**config.mk**
```make
export PLATFORM = sky130hd
export DESIGN_NAME = sbox_lane_pipe_flat
export DESIGN_NICKNAME = d
export VERILOG_FILES = /design/src/rtl/sbox_lane_pipe_if.sv /design/src/rtl/sbox_lane_pipe.sv /design/src/flat_wrapper.sv
export SDC_FILE = /design/constraint.sdc
export NUM_CORES = 1
export LEC_CHECK = 0
export BUFFER_PORTS_ARGS = -buffer_cell sky130_fd_sc_hd__buf_2
export CAP_MARGIN = 0
export CORE_MARGIN = 2
export CORE_UTILIZATION = 60
export CTS_BUF_LIST = sky130_fd_sc_hd__clkbuf_8
export DETAILED_ROUTE_END_ITERATION = 7
export GPL_ROUTABILITY_DRIVEN = 0
export HOLD_SLACK_MARGIN = 0.02
export PLACE_DENSITY = 0.75
export SLEW_MARGIN = 20
export SYNTH_ARGS = -nofsm -noshare
export SYNTH_HDL_FRONTEND = slang
export SYNTH_SLANG_ARGS = --single-unit
```
**constraint.sdc**
```tcl
create_clock -name clk -period 3.5 [get_ports clk]
set_input_delay 0.175 -clock clk [delete_from_list [all_inputs] [get_ports clk]]
set_output_delay 0.175 -clock clk [all_outputs]
set_load 0.02 [all_outputs]
```
**src/rtl/sbox_lane_pipe_if.sv**
```systemverilog
// Valid/ready stream bundle for the multi-lane AES S-box pipeline.
interface sbox_lane_pipe_if #(
  parameter int LANES = 4,
  parameter int TAG_W = 4
);
  logic                 in_valid;
  logic                 in_ready;
  logic [8*LANES-1:0]   in_data;
  logic                 in_inv;
  logic [TAG_W-1:0]     in_tag;
  logic                 out_valid;
  logic                 out_ready;
  logic [8*LANES-1:0]   out_data;
  logic [TAG_W-1:0]     out_tag;
  logic [2:0]           occupancy;

  modport slave (
    input  in_valid, in_data, in_inv, in_tag, out_ready,
    output in_ready, out_valid, out_data, out_tag, occupancy
  );

  modport master (
    output in_valid, in_data, in_inv, in_tag, out_ready,
    input  in_ready, out_valid, out_data, out_tag, occupancy
  );
endinterface

```
**src/rtl/sbox_lane_pipe.sv**
```systemverilog
// Multi-lane AES SubBytes/InvSubBytes engine: 6-stage composite-field
// GF(((2^2)^2)^2) datapath per lane, global stall, tag and mode sideband.

module sbox_lane #(
  parameter bit INV_EN = 1'b1
) (
  input  logic       clk,
  input  logic       rst,
  input  logic       adv_i,
  input  logic       ld_i,
  input  logic       inv_s0_i,
  input  logic       inv_s3_i,
  input  logic [7:0] din_i,
  output logic [7:0] dout_o
);
  // GF(4): x^2+x+1.  GF(16): y^2+y+phi, phi=x.  GF(256): z^2+z+lambda.
  function automatic logic [1:0] gf4_mul(logic [1:0] a, logic [1:0] b);
    return {(a[1] & b[1]) ^ (a[1] & b[0]) ^ (a[0] & b[1]),
            (a[1] & b[1]) ^ (a[0] & b[0])};
  endfunction

  function automatic logic [3:0] gf16_mul(logic [3:0] a, logic [3:0] b);
    logic [1:0] hh;
    logic [1:0] hh_phi;
    hh     = gf4_mul(a[3:2], b[3:2]);
    hh_phi = {hh[1] ^ hh[0], hh[1]};
    return {hh ^ gf4_mul(a[3:2], b[1:0]) ^ gf4_mul(a[1:0], b[3:2]),
            hh_phi ^ gf4_mul(a[1:0], b[1:0])};
  endfunction

  function automatic logic [3:0] gf16_inv(logic [3:0] a);
    logic [3:0] r;
    r = 4'h0;
    for (int b = 1; b < 16; b++)
      if (gf16_mul(a, 4'(b)) == 4'h1) r = 4'(b);
    return r;
  endfunction

  // Any lambda with no root of z^2+z+lambda in GF(16) makes the tower a field.
  function automatic logic [3:0] find_lambda();
    logic       ok;
    logic [3:0] r;
    r = 4'h0;
    for (int l = 15; l > 0; l--) begin
      ok = 1'b1;
      for (int y = 0; y < 16; y++)
        if ((gf16_mul(4'(y), 4'(y)) ^ 4'(y)) == 4'(l)) ok = 1'b0;
      if (ok) r = 4'(l);
    end
    return r;
  endfunction

  localparam logic [3:0] LAMBDA = find_lambda();

  function automatic logic [7:0] gf256_mul(logic [7:0] a, logic [7:0] b);
    logic [3:0] hh;
    hh = gf16_mul(a[7:4], b[7:4]);
    return {hh ^ gf16_mul(a[7:4], b[3:0]) ^ gf16_mul(a[3:0], b[7:4]),
            gf16_mul(hh, LAMBDA) ^ gf16_mul(a[3:0], b[3:0])};
  endfunction

  function automatic logic [7:0] mat_mul(logic [7:0][7:0] m, logic [7:0] x);
    logic [7:0] r;
    r = 8'h00;
    for (int i = 0; i < 8; i++)
      if (x[i]) r = r ^ m[i];
    return r;
  endfunction

  // Columns of the AES->tower map are powers of a root of the AES polynomial.
  function automatic logic [7:0][7:0] iso_cols();
    logic [8:0][7:0] p;
    logic [7:0][7:0] r;
    logic            found;
    r     = '0;
    found = 1'b0;
    for (int b = 2; b < 256; b++) begin
      p[0] = 8'h01;
      for (int i = 1; i < 9; i++) p[i] = gf256_mul(p[i-1], 8'(b));
      if (!found && (p[8] ^ p[4] ^ p[3] ^ p[1] ^ p[0]) == 8'h00) begin
        found = 1'b1;
        for (int i = 0; i < 8; i++) r[i] = p[i];
      end
    end
    return r;
  endfunction

  function automatic logic [7:0][7:0] inv_cols(logic [7:0][7:0] m);
    logic [7:0][7:0] r;
    r = '0;
    for (int j = 0; j < 8; j++)
      for (int a = 0; a < 256; a++)
        if (mat_mul(m, 8'(a)) == 8'(1 << j)) r[j] = 8'(a);
    return r;
  endfunction

  localparam logic [7:0][7:0] ISO     = iso_cols();
  localparam logic [7:0][7:0] ISO_INV = inv_cols(ISO);

  function automatic logic [7:0] aff_fwd(logic [7:0] x);
    logic [7:0] y;
    for (int i = 0; i < 8; i++)
      y[i] = x[i] ^ x[(i+4)%8] ^ x[(i+5)%8] ^ x[(i+6)%8] ^ x[(i+7)%8];
    return y ^ 8'h63;
  endfunction

  function automatic logic [7:0] aff_inv(logic [7:0] x);
    logic [7:0] t;
    logic [7:0] y;
    t = x ^ 8'h63;
    for (int i = 0; i < 8; i++)
      y[i] = t[(i+2)%8] ^ t[(i+5)%8] ^ t[(i+7)%8];
    return y;
  endfunction

  logic [7:0] s0_q, s0_d;
  logic [3:0] d1_q, d1_d, h1_q, l1_q;
  logic [3:0] dinv2_q, dinv2_d, h2_q, l2_q;
  logic [7:0] inv3_q, inv3_d;
  logic [7:0] o4_q, o4_d, o5_q;
  logic [7:0] unmap3;

  always_comb begin
    s0_d    = mat_mul(ISO, (INV_EN && inv_s0_i) ? aff_inv(din_i) : din_i);
    d1_d    = gf16_mul(gf16_mul(s0_q[7:4], s0_q[7:4]), LAMBDA)
            ^ gf16_mul(s0_q[7:4] ^ s0_q[3:0], s0_q[3:0]);
    dinv2_d = gf16_inv(d1_q);
    inv3_d  = {gf16_mul(h2_q, dinv2_q), gf16_mul(h2_q ^ l2_q, dinv2_q)};
    unmap3  = mat_mul(ISO_INV, inv3_q);
    o4_d    = inv_s3_i ? unmap3 : aff_fwd(unmap3);
  end

  always_ff @(posedge clk) begin
    if (rst) begin
      s0_q    <= '0;
      d1_q    <= '0;
      h1_q    <= '0;
      l1_q    <= '0;
      dinv2_q <= '0;
      h2_q    <= '0;
      l2_q    <= '0;
      inv3_q  <= '0;
      o4_q    <= '0;
      o5_q    <= '0;
    end else begin
      if (ld_i) s0_q <= s0_d;
      if (adv_i) begin
        d1_q    <= d1_d;
        h1_q    <= s0_q[7:4];
        l1_q    <= s0_q[3:0];
        dinv2_q <= dinv2_d;
        h2_q    <= h1_q;
        l2_q    <= l1_q;
        inv3_q  <= inv3_d;
        o4_q    <= o4_d;
        o5_q    <= o4_q;
      end
    end
  end

  assign dout_o = o5_q;
endmodule

module sbox_lane_pipe #(
  parameter int LANES  = 4,
  parameter int TAG_W  = 4,
  parameter bit INV_EN = 1'b1
) (
  input  logic             clk,
  input  logic             rst,
  sbox_lane_pipe_if.slave  bus
);
  localparam int STAGES = 6;

  logic                         adv, ld, inv_in;
  logic [STAGES-1:0]            vld_pipe_q, vld_pipe_d;
  logic [STAGES-1:0][TAG_W-1:0] tag_q;
  logic [3:0]                   inv_q;
  logic [2:0]                   occ_q, occ_d;
  logic [LANES-1:0][7:0]        lane_out;

  assign adv          = !vld_pipe_q[STAGES-1] || bus.out_ready;
  assign ld           = adv && bus.in_valid;
  assign inv_in       = INV_EN ? bus.in_inv : 1'b0;
  assign bus.in_ready = adv || rst;

  always_comb begin
    vld_pipe_d = adv ? {vld_pipe_q[STAGES-2:0], bus.in_valid} : vld_pipe_q;
    occ_d      = '0;
    for (int i = 0; i < STAGES; i++) occ_d = occ_d + {2'b00, vld_pipe_d[i]};
  end

  // Only S0..S3 need the mode bit; S4 consumes it for the output transform.
  always_ff @(posedge clk) begin
    if (rst) begin
      vld_pipe_q <= '0;
      tag_q      <= '0;
      inv_q      <= '0;
      occ_q      <= '0;
    end else begin
      vld_pipe_q <= vld_pipe_d;
      occ_q      <= occ_d;
      if (ld) begin
        tag_q[0] <= bus.in_tag;
        inv_q[0] <= inv_in;
      end
      if (adv) begin
        for (int i = 1; i < STAGES; i++) tag_q[i] <= tag_q[i-1];
        inv_q[3:1] <= inv_q[2:0];
      end
    end
  end

  for (genvar k = 0; k < LANES; k++) begin : g_lane
    sbox_lane #(.INV_EN(INV_EN)) u_lane (
      .clk      (clk),
      .rst      (rst),
      .adv_i    (adv),
      .ld_i     (ld),
      .inv_s0_i (inv_in),
      .inv_s3_i (inv_q[3]),
      .din_i    (bus.in_data[8*k +: 8]),
      .dout_o   (lane_out[k])
    );
  end

  assign bus.out_valid = vld_pipe_q[STAGES-1];
  assign bus.out_data  = lane_out;
  assign bus.out_tag   = tag_q[STAGES-1];
  assign bus.occupancy = occ_q;
endmodule

```
**src/flat_wrapper.sv**
```systemverilog
// flat-port wrapper written by rule: the top's interface ports become plain ports
module sbox_lane_pipe_flat 
#(
  parameter int LANES  = 4,
  parameter int TAG_W  = 4,
  parameter bit INV_EN = 1'b1
)
  (clk, rst, bus_in_valid, bus_in_data, bus_in_inv, bus_in_tag, bus_out_ready, bus_in_ready, bus_out_valid, bus_out_data, bus_out_tag, bus_occupancy);
  sbox_lane_pipe_if #(.LANES(LANES), .TAG_W(TAG_W)) bus_i ();
  input  logic clk;
  input  logic rst;
  input wire logic [$bits(bus_i.in_valid)-1:0] bus_in_valid;
  input wire logic [$bits(bus_i.in_data)-1:0] bus_in_data;
  input wire logic [$bits(bus_i.in_inv)-1:0] bus_in_inv;
  input wire logic [$bits(bus_i.in_tag)-1:0] bus_in_tag;
  input wire logic [$bits(bus_i.out_ready)-1:0] bus_out_ready;
  output wire logic [$bits(bus_i.in_ready)-1:0] bus_in_ready;
  output wire logic [$bits(bus_i.out_valid)-1:0] bus_out_valid;
  output wire logic [$bits(bus_i.out_data)-1:0] bus_out_data;
  output wire logic [$bits(bus_i.out_tag)-1:0] bus_out_tag;
  output wire logic [$bits(bus_i.occupancy)-1:0] bus_occupancy;
  assign bus_i.in_valid = bus_in_valid;
  assign bus_i.in_data = bus_in_data;
  assign bus_i.in_inv = bus_in_inv;
  assign bus_i.in_tag = bus_in_tag;
  assign bus_i.out_ready = bus_out_ready;
  assign bus_in_ready = bus_i.in_ready;
  assign bus_out_valid = bus_i.out_valid;
  assign bus_out_data = bus_i.out_data;
  assign bus_out_tag = bus_i.out_tag;
  assign bus_occupancy = bus_i.occupancy;
  sbox_lane_pipe #(.LANES(LANES), .TAG_W(TAG_W), .INV_EN(INV_EN)) u_core (.clk(clk), .rst(rst), .bus(bus_i));
endmodule
```
After elaboration in Yosys (flattened, before gate mapping) --
Cells that the tools add are included.
Storage, ports and cells: register bits after elaboration 261, output and inout bits 41
Cells by class: $add $sub $neg 5, eq/ne operators 60, mux-type cells 133, bitwise logic cells 856, reductions and logical operators 4
Operator list (number):
- $xor A1 B1 Y1 | 408
- $xor A2 B2 Y2 | 156
- $mux W8 | 36
- $eq A4 B1 Y1 const B | 60
- $and A1 B1 Y1 | 216
- $mux W7 | 24
- $mux W4 | 32
- $not A4 Y4 | 28
- $mux W3 | 16
- $not A6 Y6 | 8
- $xor A4 B4 Y4 | 12
- $not A3 Y3 | 12
- $not A7 Y7 | 4
- $mux W2 | 12
- $not A1 Y5 const A | 4
- $not A2 Y2 | 8
- $add A3 B1 Y3 | 4
- $mux W1 | 12
- $mux W6 | 1
- $add A1 B1 Y2 | 1
- $logic_or A1 B1 Y1 | 2
- $logic_and A1 B1 Y1 | 1
- $logic_not A1 Y1 | 1

Longest topological paths before layout --
Gate-level depths: netlist of the first run.
word-level depth 20, mapped depth 13, mapped depth without buffers 10

Hierarchy --
Synthesis of the first run repeated with hierarchy kept, for this count alone.
Unflattened totals: cells, all modules 2212, area, all modules 19082.1 µm²
By module, submodules not included:
- sbox_lane (u_core.g_lane[1].u_lane ...) | times used 3, cells an instance 515, area an instance 4424.2 µm², sequential area each 1121.1 µm²
- sbox_lane (u_core.g_lane[0].u_lane) | times used 1, cells an instance 504, area an instance 4377.9 µm², sequential area each 1121.1 µm²
- sbox_lane_pipe | times used 1, cells an instance 163, area an instance 1431.4 µm², sequential area each 740.7 µm²

Worst setup path after synthesis of the first run --
Ideal clock, no wire load.
path kind flip-flop to flip-flop, start register u_core.vld_pipe_q[5], end register u_core.occ_q[1] (netlist: u_core.bus.occupancy[1]), setup time 0.128 ns, data arrival time 3.205 ns, data required time 3.372 ns, slack 0.167 ns, cell stages (with the launch flop) 14, buffers on the path 3, clock period less this slack 3.333 ns, cell sequence dfxtp_1 > nand2b_1 > clkbuf_1 > clkbuf_1 > clkbuf_1 > nand2_1 > nand2_1 > ha_1 > fa_1 > inv_1 > fa_1 > inv_1 > fa_1 > nor2b_1
Between the ends: longest elaborated chain between the ends 8
Ends and longest elaborated chain:
- from (decl) | RTL line sbox_lane_pipe.sv:176 | logic [STAGES-1:0] vld_pipe_q, vld_pipe_d;
- from (signal assigned) | RTL line sbox_lane_pipe.sv:201 | vld_pipe_q <= vld_pipe_d;
- $logic_not A1 Y1 | RTL line sbox_lane_pipe.sv:182 | assign adv = !vld_pipe_q[STAGES-1] || bus.out_ready;
- $logic_or A1 B1 Y1 | RTL line sbox_lane_pipe.sv:182
- $mux W6 | RTL line sbox_lane_pipe.sv:188 | vld_pipe_d = adv ? {vld_pipe_q[STAGES-2:0], bus.in_valid} : vld_pipe_q;
- named net u_core.vld_pipe_d[1] | RTL line sbox_lane_pipe.sv:176
- $add A1 B1 Y2 | RTL line sbox_lane_pipe.sv:190 | for (int i = 0; i < STAGES; i++) occ_d = occ_d + {2'b00, vld_pipe_d[i]};
- $add A3 B1 Y3 (4 in a row) | RTL line sbox_lane_pipe.sv:190
- named net u_core.occ_d[1] | RTL line sbox_lane_pipe.sv:179 | logic [2:0] occ_q, occ_d;
- to (signal assigned) | RTL line sbox_lane_pipe.sv:199 | occ_q <= '0;
- to (signal assigned) | RTL line sbox_lane_pipe.sv:202 | occ_q <= occ_d;
- to (decl) | RTL line sbox_lane_pipe.sv:179
The timed path passes the listed nets, and every way through them passes these cells. A chain may end at the register's enable or synchronous reset.

Worst setup path in the final report of the first run --
start register u_core.g_lane[1].u_lane.d1_q[3], end register u_core.g_lane[1].u_lane.dinv2_q[2]
Between the ends: longest elaborated chain between the ends 14
Ends and longest elaborated chain:
- from (decl) | RTL line sbox_lane_pipe.sv:117 | logic [3:0] d1_q, d1_d, h1_q, l1_q;
- from (signal assigned) | RTL line sbox_lane_pipe.sv:136 | d1_q <= '0;
- from (signal assigned) | RTL line sbox_lane_pipe.sv:148 | d1_q <= d1_d;
- $xor A1 B1 Y1 / $xor A2 B2 Y2 (equally long branches)
- $eq A4 B1 Y1, or another cell as far along | RTL line sbox_lane_pipe.sv:35 | if (gf16_mul(a, 4'(b)) == 4'h1) r = 4'(b);
- $mux W3, or another cell as far along | RTL line sbox_lane_pipe.sv:35
- $mux W3 / $eq A4 B1 Y1 (equally long branches) | RTL line sbox_lane_pipe.sv:35
- $mux W3 (2 in a row) | RTL line sbox_lane_pipe.sv:35
- $mux W4 (7 in a row) | RTL line sbox_lane_pipe.sv:35
- $mux W4 * | RTL line sbox_lane_pipe.sv:35
- to (signal assigned) | RTL line sbox_lane_pipe.sv:151 | dinv2_q <= dinv2_d;
- to (decl) | RTL line sbox_lane_pipe.sv:118 | logic [3:0] dinv2_q, dinv2_d, h2_q, l2_q;
Every way passes the cells marked *; elsewhere a longest branch is shown, timed or not.

==> results of run 1 <==
-- layout make-up --
| type | instances | area share (%) |
|---|---|---|
| Inverter | 41 | 0.7796 |
| Multi-Input combinational cell | 1817 | 61.74 |
| Sequential cell | 261 | 26.47 |
| Clock inverter | 22 | 0.9190 |
| Timing Repair Buffer | 118 | 3.682 |
| Clock buffer | 56 | 3.904 |
| Tap cell | 396 | 2.510 |
-- report_power, final --
part / internal, W / switching, W / total [W]
sequential: 0.00350 / 0.000736 / 0.00424
clock: 0.00167 / 0.00124 / 0.00290
combinational: 0.00317 / 0.00363 / 0.00680
-- sequential cells by signal, summed over array words and instances, names as in the netlist --
register                      flops
u_core.g_lane.u_lane.l2_q        16
u_core.inv_q                      4
u_core.g_lane.u_lane.h2_q        16
u_core.g_lane.u_lane.inv3_q      32
u_core.g_lane.u_lane.h1_q        16
u_core.bus.out_tag                4
u_core.vld_pipe_q                 6
u_core.tag_q                     20
u_core.bus.occupancy              3
u_core.g_lane.u_lane.s0_q        32
u_core.g_lane.u_lane.dout_o      32
u_core.g_lane.u_lane.o4_q        32
u_core.g_lane.u_lane.dinv2_q     16
u_core.g_lane.u_lane.l1_q        16
u_core.g_lane.u_lane.d1_q        16
-- cell usage after synthesis, drive strengths merged (9+ instances only) --
master / number / area share, %
xor3: 9 / 1.2
o21ai: 68 / 1.8
mux2i: 54 / 3.4
and3: 11 / 0.37
mux2: 30 / 1.8
nor3: 12 / 0.33
buf: 73 / 2.1
or3: 9 / 0.31
a21o: 9 / 0.37
a21oi: 205 / 5.6
inv: 40 / 0.81
nand2b: 47 / 1.6
nor2b: 44 / 1.5
nor2: 170 / 3.5
a211oi: 86 / 3.6
xor2: 97 / 4.6
dfxtp: 261 / 28
a31oi: 16 / 0.54
a22oi: 31 / 1.3
xnor2: 302 / 15
clkbuf: 135 / 2.8
nand2: 395 / 8.0
ha: 57 / 3.9
nand3: 31 / 0.84
-- stage by stage --
| stage | power, W | instance area [sq um] | util (%) |
|---|---|---|---|
| global placement | 0.01078 | 18700 | 61.45 |
| finish | 0.01394 | 19740 | 64.88 |
| detailed placement | 0.01099 | 18700 | 61.45 |
| floorplan | 0.009815 | 18450 | - |
| global route | 0.01499 | 19740 | 64.88 |
| CTS | 0.01395 | 19740 | 64.88 |
-- layer usage --
layer / wire [um] / vias up / GRT usage [%]
met4: 773 / 2 / 6.519
met1: 18040 / 7081 / 32.16
met2: 18350 / 339 / 39.80
met5: 7 / - / 0
met3: 1883 / 67 / 4.072
li1: - / 7763 / -
-- kinds of logic after synthesis --
| group | count (synthesis) |
|---|---|
| simple gates | 766 |
| compound gates | 491 |
| mux | 84 |
| fa+ha+maj | 60 |
| buf+inv | 249 |
| flops | 261 |
| xor+xnor | 416 |
-- path summary, 6_finish.rpt --
check / startpoint / endpoint / slack, ns / cells past startpoint
worst max-delay path: u_core.g_lane[1].u_lane.d1_q[3]$_SDFFE_PP0N_ / u_core.g_lane[1].u_lane.dinv2_q[2]$_SDFFE_PP0N_ / 0.56 / 8
worst min-delay path: bus_in_data[15] / u_core.g_lane[1].u_lane.s0_q[7]$_SDFFE_PP0P_ / 0.04 / 4
worst max register to register: u_core.g_lane[1].u_lane.d1_q[3]$_SDFFE_PP0N_ / u_core.g_lane[1].u_lane.dinv2_q[2]$_SDFFE_PP0N_ / 0.56 / 8
worst min register to register: u_core.g_lane[0].u_lane.dout_o[3]$_SDFFE_PP0N_ / u_core.g_lane[0].u_lane.dout_o[3]$_SDFFE_PP0N_ / 0.44 / 2
-- worst register-to-register path, stage by stage (launching register included) --
cell and delay [ns]:
dfxtp_1 0.58, inv_1 0.25, ha_1 0.67, or3b_1 0.43, a2111oi_0 0.41, a41oi_1 0.13, nand2_1 0.12, nor2_1 0.06
a211oi_1 0.21
-- timing repair --
| action | in CTS | in global routing |
|---|---|---|
| hold buffers | 9 | 0 |
| hold endpoints to repair | 12 | 0 |
| setup endpoints to repair | 0 | 0 |
==> metrics.md, run 1 <==
| Metric | Value |
|---|---|
| Status | finished, final reports clean |
| Worst setup margin | 0.5553 ns |
| Unrepaired setup endpoints after global routing | false |
| Synth Area per Inst | 7.930 sq um |
| Crit-path leading delay family | compound AO/OA/AOI/OAI gates |
| Hold Worst Slack | 0.04318 ns |
| Area Overhead vs Synth | 6.984% |
| Clk buf depth | 3 |
| 1st-iter DRT viols | 1,145 |
| Register area | 0.005225 sq mm |
| # IOs | 82 |
| Main combinational cell family by area after synthesis | XOR/XNOR gates |
| Final net count | 2,384 |
| WP data required | 3.97 ns |
| Crit-path max cell delay | 0.67 ns |
| Post-synthesis mux area share | 5.201% |
| Synth Area in XOR/XNOR | 21.44% |
| Core box area | 0.03043 sq mm |
| Grt ovf | 0 |
| Post-CTS resize count | 0 |
| PwrDens | 706.0 mW/mm^2 |
| Register area share after synthesis | 28.32% |
| Worst vdd ir | 480.1 uV |
| Crit path kind | reg -> reg |
| Root Buffer | clkbuf_8 |
| FF+latch count, synth | 261 |
| CP Max Fanout | 17 |
| Filler cell count | 2,611 |
| CP max stage cell | ha_1 |
| Final period util | 84.13% |
| First-pass GRT wire length | 65,290 um |
| Area of the multi-input gates | 0.01219 sq mm |
| Final Hold Viols | 0 |
| EDFF count, synth | 0 |
| Pin count of the biggest net entering global routing | 219 |
| Initial antenna violation count | 1 |
| GRT Util Overall | 23.94% |
| Total CTS buffers | 44 |
| Die extent in x | 179.4 um |
| Yosys warns | 0 |
| Mapped cell area | 0.01845 sq mm |
| Max-cap violation count | 0 |
| Post-Synth Adder-Cell Area | 4.190% |
| Yosys cell types | 83 |
| Slew HR | 34.53% |
| Buffers & Inverters on Critical Path | 1 |
| DR DRC count | 0 |
| DR vias/cell | 5.626 |
| Arr. time, crit path | 3.41 ns |
| Final Critical Period | 2.945 ns |
| Max Clock Freq | 0.3396 GHz |
| Worst Setup End Kind | flip-flop |
| Commonest non-fill, non-tap cells in the layout | nand2_1, xnor2_1, dfxtp_1 |
| Routed length per instance | 14.40 um |
| DR pass1 iterations | 5 |
| Die height | 179.4 um |
| Slew @ Worst Pin | 0.9821 ns |
| DP Cell Count | 2,624 |
| Dpl hpwl | 26,580 um |
| Clock transition at path regs | 0.06 ns |
| Hold crit path type | in -> reg |
| Starting Density | 60.64% |
| Leakage | 7.733 nW |
| Synth Flop Type | dfxtp_1 |
| Routed vias | 15,250 |
| Post-CTS Setup Bufs | 0 |
| Layout cells sized above 1 | 10.37% |
| Post-Synthesis Cells | 2,327 |
| Final Routed Wirelength | 39,050 um |
| Most common cell after layout, fill and taps aside | nand2_1 |
| Worst skew pair latency | 0.56 ns |
| Number of global-route vias before repair | 13,880 |
| Fin. max-slew vios | 0 |
| H-tree levels | 2 |
| CTS tree | yes |
| Simple-Gate Fraction of Synth Area | 18.36% |
| Final setup TNS | 0 ns |
| Synthesized-area fraction occupied by ao, oa, aoi and oai cells | 16.77% |
| # rows | 64 |
| Finished Layout Cells | 2,711 |
| Clock skew | 0.02213 ns |
| FFs w/ async S/R, synth | 0% |
| Die area | 0.03217 sq mm |
| Ordered list of cells on the worst path | inv_1 -> ha_1 -> or3b_1 -> a2111oi_0 -> a41oi_1 -> nand2_1 -> nor2_1 -> a211oi_1 |
| Antenna cells | 0 |
| Count of input and output buffers | 81 |
| Antenna Violating Nets Remaining | 0 |
| Clock net sink count | 261 |
| CP Launch Type | flip-flop |
| Final setup fails | 0 |
| Mapped Nets | 2,428 |
| Pre-CTS setup slack | 0.6247 ns |
Note: power is estimated with default switching activity, not from simulation.
==> run 2: changes to the inputs <==
==> constraint.sdc (replaced) <==
create_clock -name clk -period 2.75 [get_ports clk]
set_input_delay 0.1375 -clock clk [delete_from_list [all_inputs] [get_ports clk]]
set_output_delay 0.1375 -clock clk [all_outputs]
set_load 0.02 [all_outputs]
==> run 2 against run 1 <==
  * Via count hardly changed
  * Cell count grew 0.66%
  * Critical path depth rose by 2
  * Register-to-register slack worse by 0.36 ns
  * First-iteration DRC count decreased by 25%
  * Sequential power increased by 22%
  * Setup slack got worse by 0.36 ns
  * Global-route usage increased by 0.11 points
  * Combinational power rose by 32%
  * Count of clock-buffer cells in the layout down 6
==> metrics.md, run 2 (synthesis gave the netlist of run 1 again) <==
| Metric | Value |
|---|---|
| Status | finished, final reports clean |
| Starting Density | 60.64% (unchanged) |
| Clock skew | 0.03880 ns (+0.01667 ns) |
| Comb power frac | 51.1% (+2.3 points) |
| Antenna Violating Nets Remaining | 0 (unchanged) |
| GR peak layer | met2 |
| Post-CTS Setup Bufs | 0 (unchanged) |
| Hold Crit Start | bus_in_data[1] |
| Count of input and output buffers | 81 (unchanged) |
| Die extent in x | 179.4 um (unchanged) |
| Met3 GRT Util | 3.924% (-0.15 points) |
| Max-cap violation count | 0 (unchanged) |
| Arr. time, crit path | 2.97 ns (-0.44 ns) |
| # IOs | 82 (unchanged) |
| Crit path kind | reg -> reg |
| GRT Util Overall | 24.06% (+0.11 points) |
| Final Hold Viols | 0 (unchanged) |
| Routed length per instance | 14.17 um (-1.6%) |
| Antenna cells | 0 (unchanged) |
| Cell count of the worst hold path | 5 (+1) |
| Final Routed Wirelength | 38,670 um (-0.97%) |
| Die height | 179.4 um (unchanged) |
| Clock net sink count | 261 (unchanged) |
| # rows | 64 (unchanged) |
| Worst skew pair latency | 0.58 ns (+0.02 ns) |
| Final Critical Period | 2.551 ns (-0.3941 ns) |
| Post-CTS resize count | 0 (unchanged) |
| Layout cells sized above 1 | 11.27% (+0.91 points) |
| Clock power share | 19.6% (-1.2 points) |
| Initial antenna violation count | 0 (-1) |
| Slew HR | 39.26% (+4.7 points) |
| Fin. max-slew vios | 0 (unchanged) |
| Critical R2R Capture | u_core.bus.occupancy[1]$_SDFF_PP0_ |
| Most common cell after layout, fill and taps aside | nand2_1 |
| R2R Path Start | u_core.vld_pipe_q[5]$_SDFF_PP0_ |
| P_int | 0.01049 W (+26%) |
| Routed vias | 15,250 (-0.0066%) |
| CTS tree | yes |
| Met2 GRT Util | 40.69% (+0.89 points) |
| Worst vdd ir | 395.9 uV (-18%) |
| DR DRC count | 0 (unchanged) |
| Die area | 0.03217 sq mm (unchanged) |
| Pre-CTS setup slack | 0.2046 ns (-0.4201 ns) |
| Max Clock Freq | 0.3921 GHz (+15%) |
| Pin count of the biggest net entering global routing | 196 (-11%) |
| Unrepaired setup endpoints after global routing | false |
| Sw Pwr | 0.007131 W (+27%) |
| Final net count | 2,405 (+0.88%) |
| Core box area | 0.03043 sq mm (unchanged) |
| Final setup TNS | 0 ns (unchanged) |
| Met1 Track Usage GR | 31.79% (-0.37 points) |
| Worst setup margin | 0.1994 ns (-0.3559 ns) |
| CP Max Fanout | 5 (-12) |
| Net Sw Frac | 40.47% (+0.28 points) |
| Hold-fix buffers, CTS | 13 (+4) |
| Slew @ Worst Pin | 0.9111 ns (-0.07098 ns) |
| Area Overhead vs Synth | 7.825% |
| R2r worst-path depth | 10 (+2) |
| Clock transition at path regs | 0.06 ns (about the same) |
| First-pass GRT wire length | 65,540 um (+0.38%) |
| DR vias/cell | 5.588 (-0.67%) |
| CP Launch Type | flip-flop |
| Total CTS buffers | 44 (unchanged) |
| PwrDens | 885.6 mW/mm^2 (+25%) |
| Number of global-route vias before repair | 14,010 (+0.94%) |
| Worst Setup End Kind | flip-flop |
| Min-Delay Endpoint | u_core.g_lane[0].u_lane.s0_q[0]$_SDFFE_PP0P_ |
| Clk buf depth | 3 (unchanged) |
| Pwr Total | 0.01762 W (+26%) |
| Hold crit path type | in -> reg |
| WP data required | 3.17 ns (-0.80 ns) |
| Commonest non-fill, non-tap cells in the layout | nand2_1, xnor2_1, dfxtp_1 |
| Grt ovf | 0 (unchanged) |
| Sequential power share | 29.3% (-1.1 points) |
| Reg2reg setup slack | 0.20 ns (-0.36 ns) |
| Dpl hpwl | 26,310 um (-1.0%) |
| Leakage | 7.798 nW (+0.84%) |
| Final setup fails | 0 (unchanged) |
| 1st-iter DRT viols | 860 (-25%) |
| Root Buffer | clkbuf_8 |
| Final period util | 92.75% (+8.6 points) |
| DR pass1 iterations | 6 (+1) |
| H-tree levels | 2 (unchanged) |
## run 2: cell types whose count changed in the layout (fill, tap and decap cells not counted), sizes merged
cell	before	now
buf	108	125
clkbuf	57	51
clkinv	5	10
dlygate4sd3	9	13
inv	55	52
clkinvlp	0	2
bufinv	3	2
## run 2: worst max path at each step
stage                                                      endpoint                                          from  cells past startpoint
finish                           u_core.bus.occupancy[1]$_SDFF_PP0_               u_core.vld_pipe_q[5]$_SDFF_PP0_                     10
global route        u_core.g_lane[3].u_lane.dinv2_q[1]$_SDFFE_PP0N_  u_core.g_lane[3].u_lane.d1_q[0]$_SDFFE_PP0N_                      8
CTS                              u_core.bus.occupancy[1]$_SDFF_PP0_               u_core.vld_pipe_q[5]$_SDFF_PP0_                     10
detailed placement               u_core.bus.occupancy[1]$_SDFF_PP0_               u_core.vld_pipe_q[5]$_SDFF_PP0_                     10
global placement                 u_core.bus.occupancy[1]$_SDFF_PP0_               u_core.vld_pipe_q[5]$_SDFF_PP0_                     10
floorplan                        u_core.bus.occupancy[1]$_SDFF_PP0_               u_core.vld_pipe_q[5]$_SDFF_PP0_                     13
## run 2: cell type report
class	instances	area, sq um
multi-input cells	1817	12230
fillers	2599	10530
flip-flops and latches	261	5229
repair buffers	139	932.1
clock buffers	50	688.2
well taps	396	495.5
clock inverters	25	172.7
inverters	41	153.9
## run 2: critical path: stages (launching register included)
cell and delay, ns:
dfxtp_4 0.36, nor2b_4 0.21, nand2_1 0.13, nand2_4 0.10, ha_4 0.20, fa_1 0.48, inv_1 0.05, fa_2 0.33
inv_2 0.06, fa_1 0.37, nor2b_1 0.14
## run 2: power by group through the flow
stage                     combinational, W  clock (W)  sequential, W
after floorplan                    0.00749          0        0.00501
final                              0.00900    0.00345        0.00516
after CTS                          0.00896    0.00354        0.00515
after global placement             0.00866          0        0.00521
after detailed placement           0.00890          0        0.00523
after global routing                0.0100    0.00370        0.00527
## run 2: per-stage QoR
stage | area, sq um | util, % | hold WS, ns | std cells
after floorplan | 18560 | - | 0.2735 | 2327
after global placement | 18910 | 62.13 | 0.3950 | 2641
after detailed placement | 18910 | 62.13 | 0.3942 | 2641
after CTS | 19900 | 65.39 | 0.04789 | 2729
after global routing | 19900 | 65.39 | 0.1035 | 2729
final | 19900 | 65.39 | 0.07965 | 2729
## run 2: per-layer routing
metal  wire [um]  share of wire [%]
met1       17830                 46
met2       18210                 47
met5           0                  0
met4         793                2.1
met3        1831                4.7
